### src/rtl/hazard_interlock_if.sv
// Hazard interlock bundle: ID/EX/MEM hazard sources in, pipeline-register controls out.
// The master drives hazard sources; the slave (interlock) drives the controls.
interface hazard_interlock_if;
    logic [4:0] rAID;
    logic [4:0] rBID;
    logic       rAValidID;
    logic       rBValidID;
    logic [4:0] rWEX;
    logic       rW_enEX;
    logic       memReadEX;
    logic       branchTakenEX;
    logic       memReqMEM;
    logic       memRdyMEM;
    logic       stallIF;
    logic       stallID;
    logic       stallEX;
    logic       stallMEM;
    logic       flushID;
    logic       flushEX;
    logic       bubbleWB;

    modport master (
        output rAID, rBID, rAValidID, rBValidID,
        output rWEX, rW_enEX, memReadEX, branchTakenEX,
        output memReqMEM, memRdyMEM,
        input  stallIF, stallID, stallEX, stallMEM,
        input  flushID, flushEX, bubbleWB
    );

    modport slave (
        input  rAID, rBID, rAValidID, rBValidID,
        input  rWEX, rW_enEX, memReadEX, branchTakenEX,
        input  memReqMEM, memRdyMEM,
        output stallIF, stallID, stallEX, stallMEM,
        output flushID, flushEX, bubbleWB
    );
endinterface

### src/rtl/hazard_interlock.sv
// Pipeline hazard interlock: memory wait > taken branch > load-use priority.
// Optional macro HAZARD_STAT_EN builds saturating stall/flush statistics counters.
module hazard_interlock (
    input  logic                     clk,
    input  logic                     rst_n,
    hazard_interlock_if.slave        bus,
    output logic [1:0]               state,
    output logic                     memTimeout,
    output logic [15:0]              stallCnt,
    output logic [15:0]              flushCnt
);

    typedef enum logic [1:0] {
        RUN = 2'd0,
        LU  = 2'd1,
        MW  = 2'd2,
        FL  = 2'd3
    } state_t;

    state_t     cur;
    state_t     nxt;
    logic [7:0] wait_cnt;
    logic       mem_wait;
    logic       hit_a;
    logic       hit_b;
    logic       load_use;

    // Hazard detection; register 0 is hardwired and never creates a dependency.
    always_comb begin
        mem_wait = bus.memReqMEM & ~bus.memRdyMEM;
        hit_a    = (bus.rWEX == bus.rAID) & bus.rAValidID;
        hit_b    = (bus.rWEX == bus.rBID) & bus.rBValidID;
        load_use = bus.memReadEX & bus.rW_enEX & (bus.rWEX != 5'd0) & (hit_a | hit_b);
    end

    // Prioritised controls and next state; controls forced low while in reset.
    always_comb begin
        bus.stallIF  = 1'b0;
        bus.stallID  = 1'b0;
        bus.stallEX  = 1'b0;
        bus.stallMEM = 1'b0;
        bus.flushID  = 1'b0;
        bus.flushEX  = 1'b0;
        bus.bubbleWB = 1'b0;
        nxt          = RUN;
        if (mem_wait) begin
            nxt = MW;
            if (rst_n) begin
                bus.stallIF  = 1'b1;
                bus.stallID  = 1'b1;
                bus.stallEX  = 1'b1;
                bus.stallMEM = 1'b1;
                bus.bubbleWB = 1'b1;
            end
        end else if (bus.branchTakenEX) begin
            nxt = FL;
            if (rst_n) begin
                bus.flushID = 1'b1;
                bus.flushEX = 1'b1;
            end
        end else if (load_use) begin
            nxt = LU;
            if (rst_n) begin
                bus.stallIF = 1'b1;
                bus.stallID = 1'b1;
                bus.flushEX = 1'b1;
            end
        end
    end

    // State register.
    always_ff @(posedge clk or negedge rst_n) begin
        if (!rst_n) begin
            cur <= RUN;
        end else begin
            cur <= nxt;
        end
    end

    assign state = cur;

    // Memory-wait watchdog; the flag is sticky until reset, the stall itself continues.
    always_ff @(posedge clk or negedge rst_n) begin
        if (!rst_n) begin
            wait_cnt   <= 8'd0;
            memTimeout <= 1'b0;
        end else if (!mem_wait) begin
            wait_cnt <= 8'd0;
        end else if (cur == MW) begin
            if (wait_cnt != 8'hFF) begin
                wait_cnt <= wait_cnt + 8'd1;
            end
            if (wait_cnt >= 8'd254) begin
                memTimeout <= 1'b1;
            end
        end
    end

`ifdef HAZARD_STAT_EN
    // Saturating statistics: stall cycles (memory wait or load-use) and flush cycles.
    always_ff @(posedge clk or negedge rst_n) begin
        if (!rst_n) begin
            stallCnt <= 16'd0;
            flushCnt <= 16'd0;
        end else begin
            if (bus.stallIF && stallCnt != 16'hFFFF) begin
                stallCnt <= stallCnt + 16'd1;
            end
            if (bus.flushID && flushCnt != 16'hFFFF) begin
                flushCnt <= flushCnt + 16'd1;
            end
        end
    end
`else
    assign stallCnt = 16'd0;
    assign flushCnt = 16'd0;
`endif

endmodule

### src/flat_wrapper.sv
// flat-port wrapper written by rule: the top's interface ports become plain ports
module hazard_interlock_flat 
  (clk, rst_n, state, memTimeout, stallCnt, flushCnt, bus_rAID, bus_rBID, bus_rAValidID, bus_rBValidID, bus_rWEX, bus_rW_enEX, bus_memReadEX, bus_branchTakenEX, bus_memReqMEM, bus_memRdyMEM, bus_stallIF, bus_stallID, bus_stallEX, bus_stallMEM, bus_flushID, bus_flushEX, bus_bubbleWB);
  hazard_interlock_if bus_i ();
  input  logic clk;
  input  logic rst_n;
  output logic [1:0] state;
  output logic memTimeout;
  output logic [15:0] stallCnt;
  output logic [15:0] flushCnt;
  input wire logic [$bits(bus_i.rAID)-1:0] bus_rAID;
  input wire logic [$bits(bus_i.rBID)-1:0] bus_rBID;
  input wire logic [$bits(bus_i.rAValidID)-1:0] bus_rAValidID;
  input wire logic [$bits(bus_i.rBValidID)-1:0] bus_rBValidID;
  input wire logic [$bits(bus_i.rWEX)-1:0] bus_rWEX;
  input wire logic [$bits(bus_i.rW_enEX)-1:0] bus_rW_enEX;
  input wire logic [$bits(bus_i.memReadEX)-1:0] bus_memReadEX;
  input wire logic [$bits(bus_i.branchTakenEX)-1:0] bus_branchTakenEX;
  input wire logic [$bits(bus_i.memReqMEM)-1:0] bus_memReqMEM;
  input wire logic [$bits(bus_i.memRdyMEM)-1:0] bus_memRdyMEM;
  output wire logic [$bits(bus_i.stallIF)-1:0] bus_stallIF;
  output wire logic [$bits(bus_i.stallID)-1:0] bus_stallID;
  output wire logic [$bits(bus_i.stallEX)-1:0] bus_stallEX;
  output wire logic [$bits(bus_i.stallMEM)-1:0] bus_stallMEM;
  output wire logic [$bits(bus_i.flushID)-1:0] bus_flushID;
  output wire logic [$bits(bus_i.flushEX)-1:0] bus_flushEX;
  output wire logic [$bits(bus_i.bubbleWB)-1:0] bus_bubbleWB;
  assign bus_i.rAID = bus_rAID;
  assign bus_i.rBID = bus_rBID;
  assign bus_i.rAValidID = bus_rAValidID;
  assign bus_i.rBValidID = bus_rBValidID;
  assign bus_i.rWEX = bus_rWEX;
  assign bus_i.rW_enEX = bus_rW_enEX;
  assign bus_i.memReadEX = bus_memReadEX;
  assign bus_i.branchTakenEX = bus_branchTakenEX;
  assign bus_i.memReqMEM = bus_memReqMEM;
  assign bus_i.memRdyMEM = bus_memRdyMEM;
  assign bus_stallIF = bus_i.stallIF;
  assign bus_stallID = bus_i.stallID;
  assign bus_stallEX = bus_i.stallEX;
  assign bus_stallMEM = bus_i.stallMEM;
  assign bus_flushID = bus_i.flushID;
  assign bus_flushEX = bus_i.flushEX;
  assign bus_bubbleWB = bus_i.bubbleWB;
  hazard_interlock u_core (.clk(clk), .rst_n(rst_n), .bus(bus_i), .state(state), .memTimeout(memTimeout), .stallCnt(stallCnt), .flushCnt(flushCnt));
endmodule
### config.mk
export PLATFORM = sky130hd
export DESIGN_NAME = hazard_interlock_flat
export DESIGN_NICKNAME = d
export VERILOG_FILES = /design/src/rtl/hazard_interlock_if.sv /design/src/rtl/hazard_interlock.sv /design/src/flat_wrapper.sv
export SDC_FILE = /design/constraint.sdc
export NUM_CORES = 1
export LEC_CHECK = 0
export ABC_AREA = 1
export CAP_MARGIN = 20
export CORE_MARGIN = 1
export CORE_UTILIZATION = 45
export CTS_BUF_LIST = sky130_fd_sc_hd__clkbuf_8
export CTS_CLUSTER_SIZE = 16
export DETAILED_ROUTE_END_ITERATION = 8
export DONT_BUFFER_PORTS = 1
export MAX_ROUTING_LAYER = met4
export SYNTH_ARGS = -nofsm -noshare
export SYNTH_HDL_FRONTEND = slang
export SYNTH_SLANG_ARGS = --single-unit
### constraint.sdc
create_clock -name clk -period 1.45 [get_ports clk]
set_clock_uncertainty 0.1 [all_clocks]
set_input_delay 0.29 -clock clk [delete_from_list [all_inputs] [get_ports clk]]
set_output_delay 0.29 -clock clk [all_outputs]
set_load 0.05 [all_outputs]
==> results of run 1 <==
## layer usage
metal | routed length [µm] | global-route usage [%] | vias up
met5 | 0 | - | -
met3 | 159 | 3.216 | 4
met1 | 846 | 22.39 | 433
met4 | 34 | 6.757 | 0
met2 | 1140 | 26.62 | 49
li1 | - | - | 488
## synth_stat cells
cell type and count:
ha_1 2, o21ai_0 4, dfrtp_1 11, nor2_4 1, nand2_2 2, o21a_1 1, xnor2_1 1, xor2_1 1
a31o_2 1, nand3_1 4, inv_2 3, buf_4 35, o21ai_1 2, nor2_1 18, nand2_1 50, nand4_1 3
nor3_1 3, nor2_2 2, a21oi_1 5, inv_1 25, conb_1 1
## cells by family after synthesis
family | count (synthesis) | share of synthesized area, %
fa+ha+maj | 2 | 2.262
buf+inv | 63 | 33.26
simple gates | 83 | 31.22
xor+xnor | 2 | 1.584
flops | 11 | 24.89
compound gates | 13 | 6.448
other cells | 1 | 0.3390
## final cells by class
class | count | area share, %
Inverter | 28 | 13.96
Tap cell | 28 | 2.428
Sequential cell | 11 | 19.08
Clock buffer | 3 | 2.862
Multi-Input combinational cell | 132 | 51.17
Timing Repair Buffer | 13 | 10.23
Clock inverter | 1 | 0.2602
## metrics by stage
stage                     setup TNS, ps  total power (W)  worst slack, ps  instance area [µm²]
after floorplan                  -146.7        0.0007091           -96.06                 1324
after global placement           -151.3        0.0006841           -66.53                 1210
after detailed placement         -210.5        0.0006856           -74.23                 1210
after CTS                        -174.5        0.0009911           -66.68                 1262
after global routing             -600.2         0.001068           -143.0                 1443
final                            -161.7         0.001019           -65.94                 1443
## worst max-delay path, stage by stage
cell and delay, ps:
inv_8 10, nand2_2 40, nand2_1 60, nor2_1 100, nand3_1 90, nand2_2 90, nand4_1 150, o21ai_4 110
buf_12 190
## flip-flops by register name, indices dropped and copies added (netlist names)
name               flops
u_core.memTimeout      1
u_core.state           2
u_core.wait_cnt        8
## power breakdown
part	internal, W	switching [W]
clock network	0.000186	0.000115
logic	0.0000882	0.000313
registers	0.000313	0.00000397
total	0.000587	0.000432
## worst max path at each step
| stage | slack [ps] | from | depth (start not counted) | end |
|---|---|---|---|---|
| 6_report | -70 | bus_rBID[0] | 9 | bus_stallIF |
| 5_1_grt | -140 | bus_rAID[4] | 9 | bus_stallID |
| 4_1_cts | -70 | bus_rWEX[2] | 9 | bus_flushEX |
| 3_5_place_dp | -70 | bus_rWEX[4] | 9 | bus_flushEX |
| 3_3_place_gp | -70 | bus_rWEX[4] | 9 | bus_flushEX |
| 2_1_floorplan | -100 | bus_rAID[2] | 9 | bus_stallIF |
## timing repair
| item | in CTS | in global routing |
|---|---|---|
| setup endpoints to repair | 6 | 11 |
| setup buffers | 0 | 3 |
| hold endpoints to repair | 11 | 11 |
| gates cloned | 0 | 0 |
| gates resized for setup | 4 | 56 |
| pin swaps | 4 | 28 |
==> results.json, run 1 <==
{
  "setup_viol": 3,
  "max_freq_ghz": 0.6597,
  "vias": 974,
  "cp-end-kind": "primary output",
  "yosys.area.top_type": "dfrtp_1",
  "worstReg2RegEnd": "u_core.wait_cnt[5]",
  "drc": 0,
  "final_common_cell": "conb_1",
  "required_ps": 1060,
  "hold_viol": 11,
  "dp_hpwl_um": 1633,
  "reg2reg_depth": 9,
  "wl_per_cell_um": 10.09,
  "period_needed_ps": 1516,
  "final_cell_mix": "conb_1, nand2_1, nand2_2",
  "cts_buffers": 3,
  "slew_viol_final": 0,
  "postSynthAreaPerCell_um2": 6.320,
  "gp_congestion": 0.9151,
  "die_w_um": 51.58,
  "wl_um": 2180,
  "critPathMaxFanout": 2,
  "crit_type": "in2out",
  "crit_arrival_ps": 1130,
  "grt_max_degree": 14,
  "yosys_warnings": 0,
  "netlist_instances": 175,
  "violations": "hold timing, setup timing",
  "tritoncts": "built",
  "peakVddDrop_mv": 0.4025,
  "rsz0062_at_grt": "true",
  "num_rows": 17,
  "ant_nets": 0,
  "cts-root-buf": "clkbuf_8",
  "die-area_mm2": 0.002660,
  "grt_antenna_before_repair": 0,
  "startpoint_type": "input port",
  "final_util_pct": 63.98,
  "r2r_setup_slack_ps": 0,
  "synth_cell_types": 21,
  "drtIter0Drc": 23,
  "htreeDepth": 1,
  "drt_pass1_iterations": 4,
  "yosys-top-cells-area": "dfrtp_1, buf_4, nand2_1",
  "via_per_inst": 4.509,
  "initial_core_util_pct": 49.06,
  "path_clk_slew_ps": 50,
  "layout-drive-gt1-share_pct": 38.30,
  "io_pins": 66,
  "yosysSeqAreaShare_pct": 24.89,
  "multi_input_area_um2": 738.2,
  "holdWs_ps": -356.6,
  "die_h_um": 51.58,
  "yosysTopAreaCellShare_pct": 24.89,
  "r2r_start": "u_core.wait_cnt[1]",
  "dpl.cell_count": 209,
  "fp.coreArea_mm2": 0.002255,
  "clock_sinks": 11,
  "fin_ws_ps": -65.94,
  "clock_latency_ps": 240,
  "fin_nets": 215,
  "grt_first_pass_wirelength_um": 3381,
  "fillers": 207,
  "syn_area_mm2": 0.001106,
  "area_delta_synth_final_pct": 30.43,
  "grt_pass1_vias": 842,
  "run_status": "finished, violations left",
  "leakage_nw": 0.7413,
  "cts_buffer_depth": 2,
  "powerDensity_mw_per_mm2": 706.6,
  "instances_no_fill": 216,
  "fin_crit_sh_pct": 104.5,
  "io_buffers": 0,
  "n_antenna_cell": 0,
  "gr-usage-all-layers_pct": 17.25,
  "cap_violations": 0,
  "hold_class": "in2async",
  "overflow": 0,
  "regArea_um2": 275.3,
  "yosys_register_bits": 11
}
Power figures use the tool's default switching activity.
==> run 2: changes to the inputs <==
Clock period 1.45 ns to 1.5 ns, I/O delays scaled along.
==> results.json, run 2 (synthesis results as in run 1) <==
{
  "setup.worst_path.start": "bus_rAID[4]",
  "tritoncts": "built",
  "leakage_nw": 0.6896,
  "cap_violations": 0,
  "finalSetupTns_ps": -63.25,
  "initial_core_util_pct": 49.06,
  "cp-end-kind": "primary output",
  "die_h_um": 51.58,
  "wl_um": 2211,
  "clock_sinks": 11,
  "grt_pass1_vias": 844,
  "fin_crit_sh_pct": 101.9,
  "period_needed_ps": 1528,
  "clock_latency_ps": 240,
  "grt_first_pass_wirelength_um": 3346,
  "largest_reg_flops": 8,
  "required_ps": 1100,
  "via_per_inst": 4.559,
  "max_freq_ghz": 0.6543,
  "peakVddDrop_mv": 0.6999,
  "crit_arrival_ps": 1130,
  "final_cell_mix": "nand2_1, conb_1, nand2_2",
  "drc": 0,
  "die-area_mm2": 0.002660,
  "layout-drive-gt1-share_pct": 32.43,
  "path_clk_slew_ps": 50,
  "grt_antenna_before_repair": 0,
  "max_flop_register": "u_core.wait_cnt",
  "overflow": 0,
  "fillers": 224,
  "num_rows": 17,
  "run_status": "finished, violations left",
  "fin_ws_ps": -28.33,
  "htreeDepth": 1,
  "r2r_start": "u_core.wait_cnt[0]",
  "final_common_cell": "nand2_1",
  "grt_max_degree": 14,
  "drt_pass1_iterations": 4,
  "violations": "hold timing, setup timing",
  "holdWs_ps": -344.9,
  "cts_buffer_depth": 2,
  "ant_nets": 0,
  "rsz0062_at_grt": "true",
  "drtIter0Drc": 8,
  "setup_viol": 3,
  "wl_per_cell_um": 10.38,
  "io_buffers": 0,
  "area_delta_synth_final_pct": 20.25,
  "startpoint_type": "input port",
  "critPathMaxFanout": 2,
  "die_w_um": 51.58,
  "gp_congestion": 0.9171,
  "n_antenna_cell": 0,
  "hold_viol": 11,
  "dp_hpwl_um": 1680,
  "cts_buffers": 3,
  "hold_class": "in2async",
  "fin_nets": 212,
  "cts-root-buf": "clkbuf_8",
  "gr-usage-all-layers_pct": 17.06,
  "fp.coreArea_mm2": 0.002255,
  "powerDensity_mw_per_mm2": 726.9,
  "vias": 971,
  "io_pins": 66,
  "slew_viol_final": 0,
  "crit_type": "in2out"
}
-- run 2: layout make-up --
cell class | count | area [µm²] | area share [%]
clock buffers | 3 | 41.29 | 3.104
repair buffers | 10 | 125.1 | 9.407
multi-input cells | 132 | 689.4 | 51.83
clock inverters | 1 | 3.754 | 0.2822
inverters | 28 | 160.2 | 12.04
well taps | 28 | 35.03 | 2.634
flip-flops and latches | 11 | 275.3 | 20.70
-- run 2: what timing repair did --
action | CTS | global route
gates resized for setup | 13 | 47
endpoints found under the setup margin | 3 | 11
setup buffers | 0 | 1
endpoints found under the hold margin | 11 | 11
pin swaps | 14 | 30
-- run 2: layer usage --
layer  routed length (µm)  GRT usage [%]  vias to the layer above
met5                    0              -                        -
met4                   18          2.703                        0
met3                  163          4.386                        2
met2                 1168          29.65                       49
met1                  861          20.15                      441
li1                     -              -                      479
-- run 2: metrics by stage --
stage	worst slack, ps	cells	area (µm²)	total power [W]	utilization, %
detailed placement	-60.40	208	1147	0.0006520	50.89
global route	-94.58	213	1330	0.001017	58.99
global placement	-73.66	208	1147	0.0006492	50.89
finish	-28.33	213	1330	0.0009668	58.99
CTS	-51.19	212	1215	0.0009558	53.88
floorplan	-137.6	206	1265	0.0006749	-
-- run 2: worst paths after layout --
path | cells past startpoint | slack (ps) | to
setup / recovery | 9 | -30 | bus_stallID
hold / removal | 0 | -340 | u_core.wait_cnt[5]
setup reg to reg | 9 | 80 | u_core.wait_cnt[2]
hold reg to reg | 2 | 420 | u_core.wait_cnt[7]
max in group asynchronous | 0 | 1570 | u_core.wait_cnt[1]
min in group clk | 2 | 80 | u_core.state[1]
-- run 2: power breakdown --
part | switching (W) | internal (W) | total (W) | leakage, nW
Combinational | 0.000296 | 0.0000758 | 0.000372 | 0.514
Sequential | 0.00000366 | 0.000303 | 0.000307 | 0.149
Clock | 0.000109 | 0.000179 | 0.000288 | 0.0269
-- run 2: critical path, cell delays in order --
cell	delay (ps)
inv_4	10
nand2_2	60
nand2_2	50
nor2_2	100
nand3_1	80
nand2_1	90
nand4_1	130
o21ai_4	100
buf_12	190
==> run 3: changes to the inputs <==
Settings changed: CORE_MARGIN 1 to not set.
Clock period 1.5 ns to 1.75 ns, I/O delays scaled along.
==> results.json, run 3 (synthesis results as in run 1) <==
{
  "crit_arrival_ps": 1210,
  "max_flop_register": "u_core.wait_cnt",
  "rsz0062_at_grt": "false",
  "period_needed_ps": 1657,
  "dpl.cell_count": 205,
  "run_status": "finished, final reports clean",
  "r2r_setup_slack_ps": 240,
  "gr-usage-all-layers_pct": 17.52,
  "final_cell_mix": "nand2_1, conb_1, inv_1",
  "via_per_inst": 4.261,
  "drc": 0,
  "worstSetupEndpoint": "bus_flushEX",
  "critPathSlowestCell": "a21oi_2",
  "leakage_nw": 0.6596,
  "path_depth": 9,
  "vias": 899,
  "dp_hpwl_um": 1529,
  "wl_per_cell_um": 8.995,
  "cp_slowest_stage_delay_ps": 200,
  "grt_first_pass_wirelength_um": 3277,
  "gp_congestion": 0.8603,
  "path_cells": "inv_2 -> nand2_1 -> nand2_1 -> nor2_1 -> nand3_1 -> nand2_2 -> nand3_2 -> a21oi_2 -> buf_12",
  "path_clk_slew_ps": 50,
  "htreeDepth": 1,
  "initial_core_util_pct": 49.06,
  "cap_violations": 0,
  "r2r_start": "u_core.wait_cnt[0]",
  "num_rows": 17,
  "crit_top_cell": "nand2_1",
  "hold_start": "bus_branchTakenEX",
  "slew_viol_final": 0,
  "drtIter0Drc": 8,
  "required_ps": 1300,
  "reg2reg_depth": 9,
  "hold_class": "in2reg",
  "hold_viol": 0,
  "final_common_cell": "nand2_1",
  "critPathBufInv": 2,
  "slew_headroom_pct": 66.37,
  "fin_nets": 210,
  "die_w_um": 51.58,
  "layout-drive-gt1-share_pct": 15.30,
  "cp-end-kind": "primary output",
  "fp.coreArea_mm2": 0.002255,
  "startpoint_type": "input port",
  "clock_sinks": 11,
  "instances_no_fill": 211,
  "whs_path_depth": 2,
  "die_h_um": 51.58,
  "largest_reg_flops": 8,
  "setup.worst_path.start": "bus_rWEX[2]",
  "peakVddDrop_mv": 0.5034,
  "cts_buffers": 3,
  "grt_max_degree": 12,
  "io_buffers": 0,
  "io_pins": 66,
  "clock_latency_ps": 250,
  "grt_antenna_before_repair": 0,
  "drt_pass1_iterations": 4,
  "holdWs_ps": 127.6,
  "tightest_slew_ps": 502.8,
  "wl_um": 1898,
  "worstReg2RegEnd": "u_core.wait_cnt[0]",
  "fin_crit_sh_pct": 94.71,
  "area_delta_synth_final_pct": 6.674,
  "ant_nets": 0,
  "cts_buffer_depth": 2,
  "die-area_mm2": 0.002660,
  "tritoncts": "built",
  "crit_type": "in2out",
  "grt_pass1_vias": 783,
  "fillers": 243,
  "powerDensity_mw_per_mm2": 688.9,
  "crit_family": "simple AND/OR/NAND/NOR gates",
  "max_freq_ghz": 0.6033,
  "overflow": 0,
  "critPathMaxFanout": 4,
  "n_antenna_cell": 0,
  "cts-root-buf": "clkbuf_8",
  "setup_viol": 0
}
## run 3: worst min path at each step
stage / end / slack (ps)
after global routing: u_core.state[1] / 130
after global placement: u_core.wait_cnt[4] / -50
after floorplan: u_core.memTimeout / -50
after detailed placement: u_core.wait_cnt[4] / -50
after CTS: u_core.state[1] / 120
final: u_core.state[1] / 130
## run 3: layout make-up
type / instances / area, µm² / area share [%]
Clock buffer: 3 / 41.29 / 3.499
Inverter: 28 / 105.1 / 8.908
Tap cell: 28 / 35.03 / 2.969
Sequential cell: 11 / 275.3 / 23.33
Multi-Input combinational cell: 132 / 606.8 / 51.43
Timing Repair Buffer: 8 / 112.6 / 9.544
Clock inverter: 1 / 3.754 / 0.3181
## run 3: worst reg2reg max path: stages, from the launching register on
cell,delay [ps]
dfrtp_1,410
ha_1,230
inv_1,80
nor2_2,50
nand2_1,90
nand2_2,70
nand2_1,130
inv_2,70
nand2_1,60
o21ai_0,90
## run 3: stage by stage
stage | power (W) | utilization (%) | setup TNS, ps | setup slack (ps) | cell area, µm²
after global placement | 0.0005480 | 49.11 | 0 | 86.43 | 1107
final | 0.0008128 | 52.33 | 0 | 92.56 | 1180
after detailed placement | 0.0005492 | 49.11 | 0 | 77.46 | 1107
after floorplan | 0.0005719 | - | -176.6 | -63.40 | 1235
after CTS | 0.0008178 | 51.55 | 0 | 79.73 | 1162
after global routing | 0.0008612 | 52.33 | 0 | 1.964 | 1180
## run 3: per-layer routing
metal / routed length (µm) / part of all wire (%) / GRT usage, % / vias to the layer above
met4: 38 / 2.0 / 8.108 / 0
met5: 0 / 0 / - / -
met2: 846 / 45 / 27.06 / 43
met3: 159 / 8.4 / 6.140 / 5
li1: - / - / - / 476
met1: 853 / 45 / 20.36 / 375
## run 3: repair_timing
action                     CTS  global route
hold endpoints to repair    11             0
gates resized for setup      0             5
setup endpoints to repair    0             1
hold buffers                 1             0
setup buffers                0             1
## run 3: power breakdown
part	leakage (nW)	internal, W	switching [W]
Sequential	0.149	0.000259	0.00000408
Combinational	0.484	0.0000481	0.000243
Clock	0.0269	0.000155	0.000103
==> RTL edit: new RTL, settings of run 1 <==
Put one more register stage on the output `memTimeout`, with the module's reset. The value now appears one clock later. The other outputs are not delayed to match.
--- a/src/rtl/hazard_interlock.sv
+++ b/src/rtl/hazard_interlock.sv
@@ -16,6 +16,8 @@
         MW  = 2'd2,
         FL  = 2'd3
     } state_t;
+
+    logic memTimeout_s0;
 
     state_t     cur;
     state_t     nxt;
@@ -83,7 +85,7 @@
     always_ff @(posedge clk or negedge rst_n) begin
         if (!rst_n) begin
             wait_cnt   <= 8'd0;
-            memTimeout <= 1'b0;
+            memTimeout_s0 <= 1'b0;
         end else if (!mem_wait) begin
             wait_cnt <= 8'd0;
         end else if (cur == MW) begin
@@ -91,7 +93,7 @@
                 wait_cnt <= wait_cnt + 8'd1;
             end
             if (wait_cnt >= 8'd254) begin
-                memTimeout <= 1'b1;
+                memTimeout_s0 <= 1'b1;
             end
         end
     end
@@ -116,5 +118,13 @@
     assign flushCnt = 16'd0;
 `endif
 
+    always_ff @(posedge clk or negedge rst_n) begin
+        if (!rst_n) begin
+            memTimeout <= '0;
+        end else begin
+            memTimeout <= memTimeout_s0;
+        end
+    end
+
 endmodule
 
Behaviour: same outputs for any inputs over 10 cycles, from zero or initial values and one cycle with rst_n low; that may be too few to reach the edited logic, so the function may still have changed.
==> RTL edit against run 1 <==
The run ends with DRC, hold timing, setup timing left; final area is 2.9% higher; utilization decreased by 3.5 points; sequential cell count up 1; final cell count decreased by 1.4%; routed wire length rose by 7.7%; power rose by 4.0%; synthesized area rose by 5.0%; worst setup slack worse by 0.011 ns.
==> RTL edit: results (changes against run 1) <==
outcome=finished, violations left (unchanged); failing checks=DRC, hold timing, setup timing (was hold timing, setup timing); fraction of layout cells with a size suffix above 1=42.6% (was 38.3%); fill cell count=214 (was 207); hold_ws=-0.362 ns (was -0.357 ns); DP Worst Slack=-0.0860 ns (was -0.0742 ns); DRT Pass-1 Iters=6 (was 4); # DRC=2 (was 0); post-layout worst setup margin=-0.0770 ns (was -0.0659 ns); buffering overhead=10.6% (was 10.2%); R2R Setup Slk=0.02 ns (was 0 ns); Cells after DPL=203 (was 209); met1 Usage GRT=19.1% (was 22.4%); largest net degree at the start of global routing=15 (was 14); register area share after synthesis=25.9% (was 24.9%); R2R Path Start=u_core.wait_cnt[0] (was u_core.wait_cnt[1]); DR WL/cell=11.0 microns (was 10.1 microns); PostCTS Resize Cnt=19 (was 4); DR iter-0 viols=9 (was 23); count of multi-input gates=129 (was 132); post-route cell area=1480 sq um (was 1440 sq um); setup TNS=-0.179 ns (was -0.162 ns); Hold Fails Final Rpt=12 (was 11); final setup fails=3 (unchanged); Chip Width=52.8 microns (was 51.6 microns); sequential cell count=12 (was 11); Overall Global Routing Usage=18.5% (was 17.3%); Met2 Routed Length=1320 microns (was 1140 microns); clk cell area share=3.04% (was 3.12%); synth cell count leaders=40 x nand2_1, 35 x buf_4, 21 x inv_1 (was 50 x nand2_1, 35 x buf_4, 25 x inv_1); Synth cell types=27 (was 21)
==> RTL edit: cell types whose count changed after synthesis, moves of 4 or more <==
cell | before | now
inv_1 | 25 | 21
nand2_1 | 50 | 40
nand3_1 | 4 | 9
nor2_1 | 18 | 13
==> RTL edit: logic make-up (layout without fill, tap and decap cells) <==
family | after synthesis | after routing | share of synthesized area, %
buffers and inverters | 57 | 42 | 29.7
AOI/OAI and AO/OA | 16 | 16 | 8.84
adders and majority gates | 2 | 2 | 2.15
xor gates and xnor gates | 1 | 1 | 0.754
and+or+nand+nor | 78 | 78 | 32.3
other | 1 | 32 | 0.323
DFF | 12 | 12 | 25.9
==> RTL edit: power by group <==
group	internal (mW)	switching [mW]	total (mW)
Combinational	0.0852	0.314	0.399
Sequential	0.342	0.00434	0.346
Clock	0.187	0.128	0.315
Total	0.614	0.446	1.06
==> RTL edit: worst max-delay path, delay by kind of cell <==
kind	cells	cell delay, ns
and+or+nand+nor	6	0.53
buffers and inverters	2	0.21
AOI/OAI and AO/OA	1	0.11
